$ cat config.mk
export PLATFORM = sky130hd
export DESIGN_NAME = wakeup_pipe
export DESIGN_NICKNAME = d
export VERILOG_FILES = /design/src/rtl/wakeup_pipe.sv
export SDC_FILE = /design/constraint.sdc
export NUM_CORES = 1
export LEC_CHECK = 0
export CORE_MARGIN = 5
export CORE_UTILIZATION = 50
export CTS_BUF_LIST = sky130_fd_sc_hd__clkbuf_16
export DETAILED_ROUTE_END_ITERATION = 16
export DONT_BUFFER_PORTS = 1
export MAX_ROUTING_LAYER = met4
export PLACE_DENSITY = 0.68
export SLEW_MARGIN = 20
export SYNTH_ARGS = -nofsm -noshare
export SYNTH_HDL_FRONTEND = slang
export SYNTH_SLANG_ARGS = --single-unit
$ cat constraint.sdc
create_clock -name clk -period 3 [get_ports clk]
set_clock_uncertainty 0.2 [all_clocks]
set_input_delay 0.45 -clock clk [delete_from_list [all_inputs] [get_ports clk]]
set_output_delay 0.45 -clock clk [all_outputs]
set_load 0.05 [all_outputs]
$ cat src/rtl/wakeup_pipe.sv
// Wakeup delay pipeline: per-port latency-delayed tag broadcast and issue-queue source ready bits.
// Optional macro WAKEUP_ALLOC_BYPASS_EN ORs same-cycle broadcast matches into allocated ready bits.
module wakeup_pipe #(
   parameter int unsigned ISSUE_NUM = 4,
   parameter int unsigned PRF_WIDTH = 6,
   parameter int unsigned CIQ_DEPTH = 16,
   parameter int unsigned MAX_LAT   = 4,
   parameter int unsigned LAT_W     = $clog2(MAX_LAT + 1)
) (
   input  logic                           clk,
   input  logic                           rst_n,
   input  logic                           flush,
   input  logic [ISSUE_NUM-1:0]           arbit_grant,
   input  logic [ISSUE_NUM-1:0]           arbit_prd_v,
   input  logic [ISSUE_NUM*PRF_WIDTH-1:0] arbit_prd,
   input  logic [ISSUE_NUM*LAT_W-1:0]     arbit_lat,
   input  logic [CIQ_DEPTH*PRF_WIDTH-1:0] ciq_prs1,
   input  logic [CIQ_DEPTH*PRF_WIDTH-1:0] ciq_prs2,
   input  logic [CIQ_DEPTH-1:0]           alloc_we,
   input  logic [CIQ_DEPTH-1:0]           alloc_rdy1,
   input  logic [CIQ_DEPTH-1:0]           alloc_rdy2,
   output logic [CIQ_DEPTH-1:0]           prs1_rdy,
   output logic [CIQ_DEPTH-1:0]           prs2_rdy,
   output logic [ISSUE_NUM-1:0]           wake_v,
   output logic [ISSUE_NUM*PRF_WIDTH-1:0] wake_tag,
   output logic                           wake_conflict
);

   // MAX_LAT == 1 keeps one dummy stage that is never written.
   localparam int unsigned STG = (MAX_LAT > 1) ? MAX_LAT - 1 : 1;

   logic [ISSUE_NUM-1:0][STG-1:0]                stg_v_q, stg_v_d;
   logic [ISSUE_NUM-1:0][STG-1:0][PRF_WIDTH-1:0] stg_tag_q, stg_tag_d;
   logic                                         conflict_q, conflict_d;
   logic [CIQ_DEPTH-1:0]                         rdy1_q, rdy1_d, rdy2_q, rdy2_d;
   logic [CIQ_DEPTH-1:0]                         match1, match2;
   logic [CIQ_DEPTH-1:0]                         alloc_src1, alloc_src2;

   always_comb begin
      int unsigned lat;
      logic        qg;
      lat        = 1;
      qg         = 1'b0;
      stg_v_d    = '0;
      stg_tag_d  = stg_tag_q;
      wake_v     = '0;
      wake_tag   = '0;
      conflict_d = conflict_q;
      for (int p = 0; p < ISSUE_NUM; p++) begin
         lat = 32'(arbit_lat[p*LAT_W +: LAT_W]);
         if (lat == 0) lat = 1;
         else if (lat > MAX_LAT) lat = MAX_LAT;
         qg = arbit_grant[p] & arbit_prd_v[p];
         for (int s = 0; s < STG - 1; s++) begin
            stg_v_d[p][s]   = stg_v_q[p][s+1];
            stg_tag_d[p][s] = stg_tag_q[p][s+1];
         end
         if (stg_v_q[p][0]) begin
            wake_v[p]                          = 1'b1;
            wake_tag[p*PRF_WIDTH +: PRF_WIDTH] = stg_tag_q[p][0];
         end
         // On any collision the older (already queued) tag wins.
         if (qg && lat == 1) begin
            if (stg_v_q[p][0]) begin
               conflict_d = 1'b1;
            end else begin
               wake_v[p]                          = 1'b1;
               wake_tag[p*PRF_WIDTH +: PRF_WIDTH] = arbit_prd[p*PRF_WIDTH +: PRF_WIDTH];
            end
         end else if (qg) begin
            for (int s = 0; s < STG; s++) begin
               if (s + 2 == lat) begin
                  if (stg_v_d[p][s]) begin
                     conflict_d = 1'b1;
                  end else begin
                     stg_v_d[p][s]   = 1'b1;
                     stg_tag_d[p][s] = arbit_prd[p*PRF_WIDTH +: PRF_WIDTH];
                  end
               end
            end
         end
      end
      if (flush) begin
         stg_v_d    = '0;
         conflict_d = conflict_q;
      end
   end

   always_comb begin
      match1 = '0;
      match2 = '0;
      for (int i = 0; i < CIQ_DEPTH; i++) begin
         for (int p = 0; p < ISSUE_NUM; p++) begin
            if (wake_v[p] && wake_tag[p*PRF_WIDTH +: PRF_WIDTH] == ciq_prs1[i*PRF_WIDTH +: PRF_WIDTH])
               match1[i] = 1'b1;
            if (wake_v[p] && wake_tag[p*PRF_WIDTH +: PRF_WIDTH] == ciq_prs2[i*PRF_WIDTH +: PRF_WIDTH])
               match2[i] = 1'b1;
         end
      end
   end

`ifdef WAKEUP_ALLOC_BYPASS_EN
   assign alloc_src1 = alloc_rdy1 | match1;
   assign alloc_src2 = alloc_rdy2 | match2;
`else
   assign alloc_src1 = alloc_rdy1;
   assign alloc_src2 = alloc_rdy2;
`endif

   always_comb begin
      rdy1_d = (alloc_we & alloc_src1) | (~alloc_we & (rdy1_q | match1));
      rdy2_d = (alloc_we & alloc_src2) | (~alloc_we & (rdy2_q | match2));
      if (flush) begin
         rdy1_d = '0;
         rdy2_d = '0;
      end
   end

   always_ff @(posedge clk) begin
      if (!rst_n) begin
         stg_v_q    <= '0;
         stg_tag_q  <= '0;
         conflict_q <= 1'b0;
         rdy1_q     <= '0;
         rdy2_q     <= '0;
      end else begin
         stg_v_q    <= stg_v_d;
         stg_tag_q  <= stg_tag_d;
         conflict_q <= conflict_d;
         rdy1_q     <= rdy1_d;
         rdy2_q     <= rdy2_d;
      end
   end

   assign prs1_rdy      = rdy1_q;
   assign prs2_rdy      = rdy2_q;
   assign wake_conflict = conflict_q;

endmodule
[Yosys cells after proc, flatten, opt, wreduce, memory -nomap -nowiden]
Cells that the tools add are included.
Operators by class
  order comparisons: 4
  add/sub/neg operators: 0
  div/mod/pow operators: 0
  reduce and logical (&&, ||, !) cells: 145
  multipliers: 0
  multiplexer cells: 236
  shift-type cells: 0
  bitwise logic cells: 22
  equal/unequal tests: 144
Operators by type and width (number)
  $eq A6 B6 Y1: 128
  $eq A2 B32 Y1 const A: 8
  $mux W1: 184
  $mux W6: 28
  $logic_and A1 B1 Y1: 132
  $eq A3 B32 Y1 const A: 4
  $eq A32 B1 Y1 const B: 4
  $mux W12: 8
  $and A16 B16 Y16: 4
  $or A16 B16 Y16: 4
  $mux W3: 8
  $mux W2: 8
  $not A16 Y16: 1
  $reduce_or A4 Y1: 4
  $gt A3 B3 Y1 const B: 4
  $logic_not A3 Y1: 4
  $reduce_and A3 Y1: 4
  $not A1 Y1: 9
  $and A1 B1 Y1: 4
  $reduce_or A2 Y1: 1
Word-level totals
  latch bits: 0
  flip-flop bits (word level): 117
  RAM bits: 0
  input bits: 287
  bits in read-only memories: 0
  word-level logic and storage cells: 574
  memories kept: 0

[Depth between registers and ports, before layout]
Gate-level depths: netlist of the first run.
  depth in word-level cells: 31
  mapped depth: 12
  gate-level depth less buffers: 9

[Least setup slack after synthesis of the first run]
Ideal clock, no wire load.
  path type: input to register
  start point: input port arbit_lat[1]
  end point: register rdy1_q[7], in the netlist prs1_rdy[7]
  data arrival time: 2290 ps
  library setup time: 127 ps
  slack: 384 ps
  cell stages on the path: 10
  cells stage by stage: or4b_4 o21ai_2 buf_6 buf_6 buf_2 nor3_1 a21oi_1 nor4_1 nor3_1 a21oi_1
Between the ends
  cells in the longest elaborated chain, start to end: 15
Ends and longest elaborated chain
  start, declared: RTL line 16  | input logic [ISSUE_NUM*LAT_W-1:0] arbit_lat,
  $gt A3 B3 Y1: RTL line 52  | else if (lat > MAX_LAT) lat = MAX_LAT;
  $mux W3: RTL line 52
  $mux W3 (*): RTL line 51  | if (lat == 0) lat = 1;
  $eq A32 B1 Y1 (*): RTL line 63  | if (qg && lat == 1) begin
  $logic_and A1 B1 Y1 (*): RTL line 63
  $mux W6 (*): RTL line 63
  net wake_tag[2]: RTL line 25  | output logic [ISSUE_NUM*PRF_WIDTH-1:0] wake_tag,
  $eq A6 B6 Y1 (*): RTL line 94  | if (wake_v[p] && wake_tag[p*PRF_WIDTH +: PRF_WIDTH] == ciq_prs1[i*PRF_WIDTH +: PRF_WIDTH])
  $logic_and A1 B1 Y1 (*): RTL line 94
  $mux W1 (*) (4 in a row): RTL line 94
  $or A16 B16 Y16 (*): RTL line 111  | rdy1_d = (alloc_we & alloc_src1) | (~alloc_we & (rdy1_q | match1));
  $and A16 B16 Y16 (*): RTL line 111
  $or A16 B16 Y16 (*): RTL line 111
  end signal, assigned: RTL line 130  | rdy1_q <= rdy1_d;
  end, declared: RTL line 35  | logic [CIQ_DEPTH-1:0] rdy1_q, rdy1_d, rdy2_q, rdy2_d;
The timed path passes the listed nets; every way through them passes the cells marked *.
A chain may end at the register's enable or synchronous reset.

[Worst setup path after layout of the first run]
  start point: register stg_v_q[6] (netlist bit)
  end point: output port wake_tag[17]
Between the ends
  cells in the longest elaborated chain, start to end: 3
Ends and longest elaborated chain
  start, declared: RTL line 32  | logic [ISSUE_NUM-1:0][STG-1:0] stg_v_q, stg_v_d;
  start signal, assigned: RTL line 127  | stg_v_q <= stg_v_d;
  $mux W6: RTL line 58  | if (stg_v_q[p][0]) begin
  $mux W6: RTL line 64  | if (stg_v_q[p][0]) begin
  $mux W6 (*): RTL line 63
  end, declared: RTL line 25
Every way passes the cells marked *; elsewhere a longest branch is shown, timed or not.

==> results.ini, run 1 <==
[timing]
hold_viol=0
finalSetupTns_ns=0
finalCritPeriodShare_pct=98.05
setup-violations-final=0
worst_pin_slew_ns=0.9414
fmax_mhz=340.0
finalCriticalPeriod_ns=2.941
slew_violations=0
relSlewSlack_pct=37.01
rsz0062_at_grt=false

[setup_path]
max_stage_delay_ns=0.63
reg2reg_slack_ns=0.16
path_common_cell=buf_4
r2r.worst_path.cells=9
setup.worst_path.end_class=output pin
crit_fanout=19
rr_startpoint=stg_v_q[0]
critPathKind=register to output pin
crit_chain=buf_4, a21oi_1, inv_2, buf_4, buf_4
arrival_ns=2.29
worst_path_max_delay_cell=dfxtp_2
critPathLaunch=stg_v_q[6]
r2r_end=prs2_rdy[13]
startpoint_type=register
crit_required_ns=2.35

[floorplanning]
rows=67
io_pins=348
die_h_um=194.6
fp.dieArea_mm2=0.03787
fp.dieW_um=194.6
fp.coreArea_mm2=0.03362
start_util_pct=50.68

[clocking]
htree_num_levels=4
root_buffer=clkbuf_16
numCtsBuffers=17
cts_tree=done
cts_sinks=117
cts_buffer_depth=2
clk_pin_slew_worst_paths_ns=0.07
clock_latency_ns=0.45

[worst_hold_path]
hold_depth=2
min_to=prs1_rdy[15]
hp-class=primary input to register
hp-start=alloc_rdy1[15]

[global_routing]
grt_max_degree=74
grt_use_total_pct=46.83
grt_pass1_vias=18390
overflow=0
antenna_found_initial=4
grt_pass1_wl_um=128300

[cells_and_area]
final_nets=2535
drive_above_1_share_pct=10.53
utilization_pct=57.34
area_growth_pct=13.13

[synthesis]
synth_area_leader_cell=xnor2_1
synth_area_per_cell_um2=7.492
yosys_warnings=0
synth_nets=2561
synth_edf_count=0
synth_top_area_share_pct=26.83
ys.flop_type=dfxtp_1
ys_types=71
netlist_area_mm2=0.01704
synthArstFlopShare_pct=0
netlist_instances=2274
seq_area_frac_synth_pct=13.75
yosys_register_bits=117
synth_area_leaders=xnor2_1 (27%), dfxtp_1 (14%), xor2_1 (12%)

[power_and_ir_drop]
p_leak_uw=0.006428
peakVddDrop_mv=0.4444
power_density_mw_per_mm2=275.2

[placed_design]
post-dp-hpwl_um=65160
gp_congestion=1.119
portBuffers=0

[route]
routedWlPerCell_um=33.46
first_pass_iters=7
drc_errors=0
vias_per_cell=6.947
num_vias=18840
antenna_left=0
drt_iter0_drc=2671
drt-total-wl_um=90740

[run]
cap_violations=0

[run_status]
outcome=finished, final reports clean

==> cell usage after synthesis (23+ instances only) <==
library cell and number:
mux2i_1 67, nor4_1 73, nand2b_1 23, a31oi_1 49, nor2_1 66, xnor2_1 522, nand4_1 48, buf_2 49
buf_1 53, a21oi_1 87, nor2b_1 78, clkbuf_1 149, xor2_1 242, nor3_1 79, inv_1 77, o21ai_0 61
nand3_1 75, o22ai_1 45, nand2_1 70, dfxtp_1 117
==> flip-flops by register name (all words and copies together) (netlist names) <==
register and flops:
stg_tag_q 72, prs1_rdy 16, prs2_rdy 16, stg_v_q 12
wake_conflict 1
==> worst max path at each step <==
stage          depth (start not counted)  slack [ns]      endpoint
5_1_grt                                6       0.004   wake_tag[4]
6_report                               5        0.06  wake_tag[17]
3_5_place_dp                           5        0.12  wake_tag[22]
3_3_place_gp                           5        0.11  wake_tag[22]
4_1_cts                                6        0.02   wake_tag[5]
2_1_floorplan                         10        0.38   prs1_rdy[7]
==> area by class of cell <==
class | count | area [um2]
fillers | 3176 | 14340
inverters | 93 | 355.3
clock inverters | 15 | 155.1
multi-input cells | 1789 | 13280
repair buffers | 230 | 2148
well taps | 448 | 560.5
diodes | 3 | 7.507
flip-flops and latches | 117 | 2346
clock buffers | 17 | 425.4
==> critical path, delay by kind of cell (launching register included) <==
family / cells / cell delay [ns]
flops: 1 / 0.63
buf+inv: 4 / 1.05
compound gates: 1 / 0.12
==> repair_timing <==
item,in CTS,in global routing
pin swaps,2,0
gates resized for setup,2,2
setup buffers,7,0
endpoints found under the hold margin,109,0
hold buffers,63,0
endpoints found under the setup margin,4,3
==> placed cells by master, fill, tap and decap left out, types with 5 or more instances in the layout <==
cell and instances:
o32ai_1 6, a221oi_1 19, dlygate4sd3_1 62, nor2_1 66
clkbuf_16 17, nand2_1 70, a311oi_1 8, o2111ai_1 13
a222oi_1 15, buf_12 21, buf_4 146, o21a_1 10
a211oi_1 13, a21oi_1 87, inv_1 76, nor2b_1 77
xor2_1 242, inv_2 9, a31oi_1 49, nor3_1 79
clkinv_1 7, nand4_1 48, o21ai_4 6, a221o_1 5
a2111oi_0 12, nand2b_1 23, dfxtp_1 114, o21ai_0 61
o211ai_1 8, o31ai_1 8, nor4_1 73, o221ai_1 7
xnor2_1 522, nand3_1 75, mux2i_1 67, o22ai_1 44
a41oi_1 6, a22oi_1 14
==> kinds of logic after synthesis <==
logic type | count (synthesis) | synth area share (%)
AOI/OAI and AO/OA | 421 | 16.88
xor gates and xnor gates | 764 | 39.27
buffers and inverters | 368 | 9.114
DFF | 117 | 13.75
muxes | 67 | 3.936
and+or+nand+nor | 537 | 17.05
==> where the power goes <==
| group | internal, uW | total, uW | switching [uW] |
|---|---|---|---|
| sequential | 1600 | 1710 | 107 |
| combinational | 720 | 1440 | 720 |
| clock | 1230 | 2160 | 930 |
==> metrics by stage <==
step | instance area, um2 | hold WS [ns] | setup slack, ns | power (uW) | instances
6_report | 19270 | 0.01576 | 0.05865 | 5305 | 2712
5_1_grt | 19270 | 0.01712 | 0.003893 | 5463 | 2711
4_1_cts | 19270 | 0.0009457 | 0.02001 | 5261 | 2710
3_5_place_dp | 17990 | 0.2634 | 0.1167 | 3026 | 2608
3_3_place_gp | 17990 | 0.2547 | 0.1089 | 2992 | 2608
2_1_floorplan | 17040 | 0.2387 | 0.3836 | 2939 | 2274
==> layer usage <==
| layer | routed length (um) | vias to the layer above | GRT usage [%] |
|---|---|---|---|
| met2 | 36450 | 1675 | 65.63 |
| met5 | 0 | - | - |
| met1 | 31770 | 8842 | 54.26 |
| met4 | 8014 | 0 | 32.08 |
| li1 | - | 7760 | - |
| met3 | 14500 | 564 | 19.23 |
Power figures use the tool's default switching activity.
==> inputs of run 2 (changes only) <==
--- a/config.mk
+++ b/config.mk
@@ -5,6 +5,7 @@
 export SDC_FILE = /design/constraint.sdc
 export NUM_CORES = 1
 export LEC_CHECK = 0
+export CAP_MARGIN = 20
 export CORE_MARGIN = 5
 export CORE_UTILIZATION = 50
 export CTS_BUF_LIST = sky130_fd_sc_hd__clkbuf_16
@@ -12,7 +13,6 @@
 export DONT_BUFFER_PORTS = 1
 export MAX_ROUTING_LAYER = met4
 export PLACE_DENSITY = 0.68
-export SLEW_MARGIN = 20
 export SYNTH_ARGS = -nofsm -noshare
 export SYNTH_HDL_FRONTEND = slang
 export SYNTH_SLANG_ARGS = --single-unit
==> results of run 2 <==
The final DEF is identical to that of run 1; final timing and power are the same.
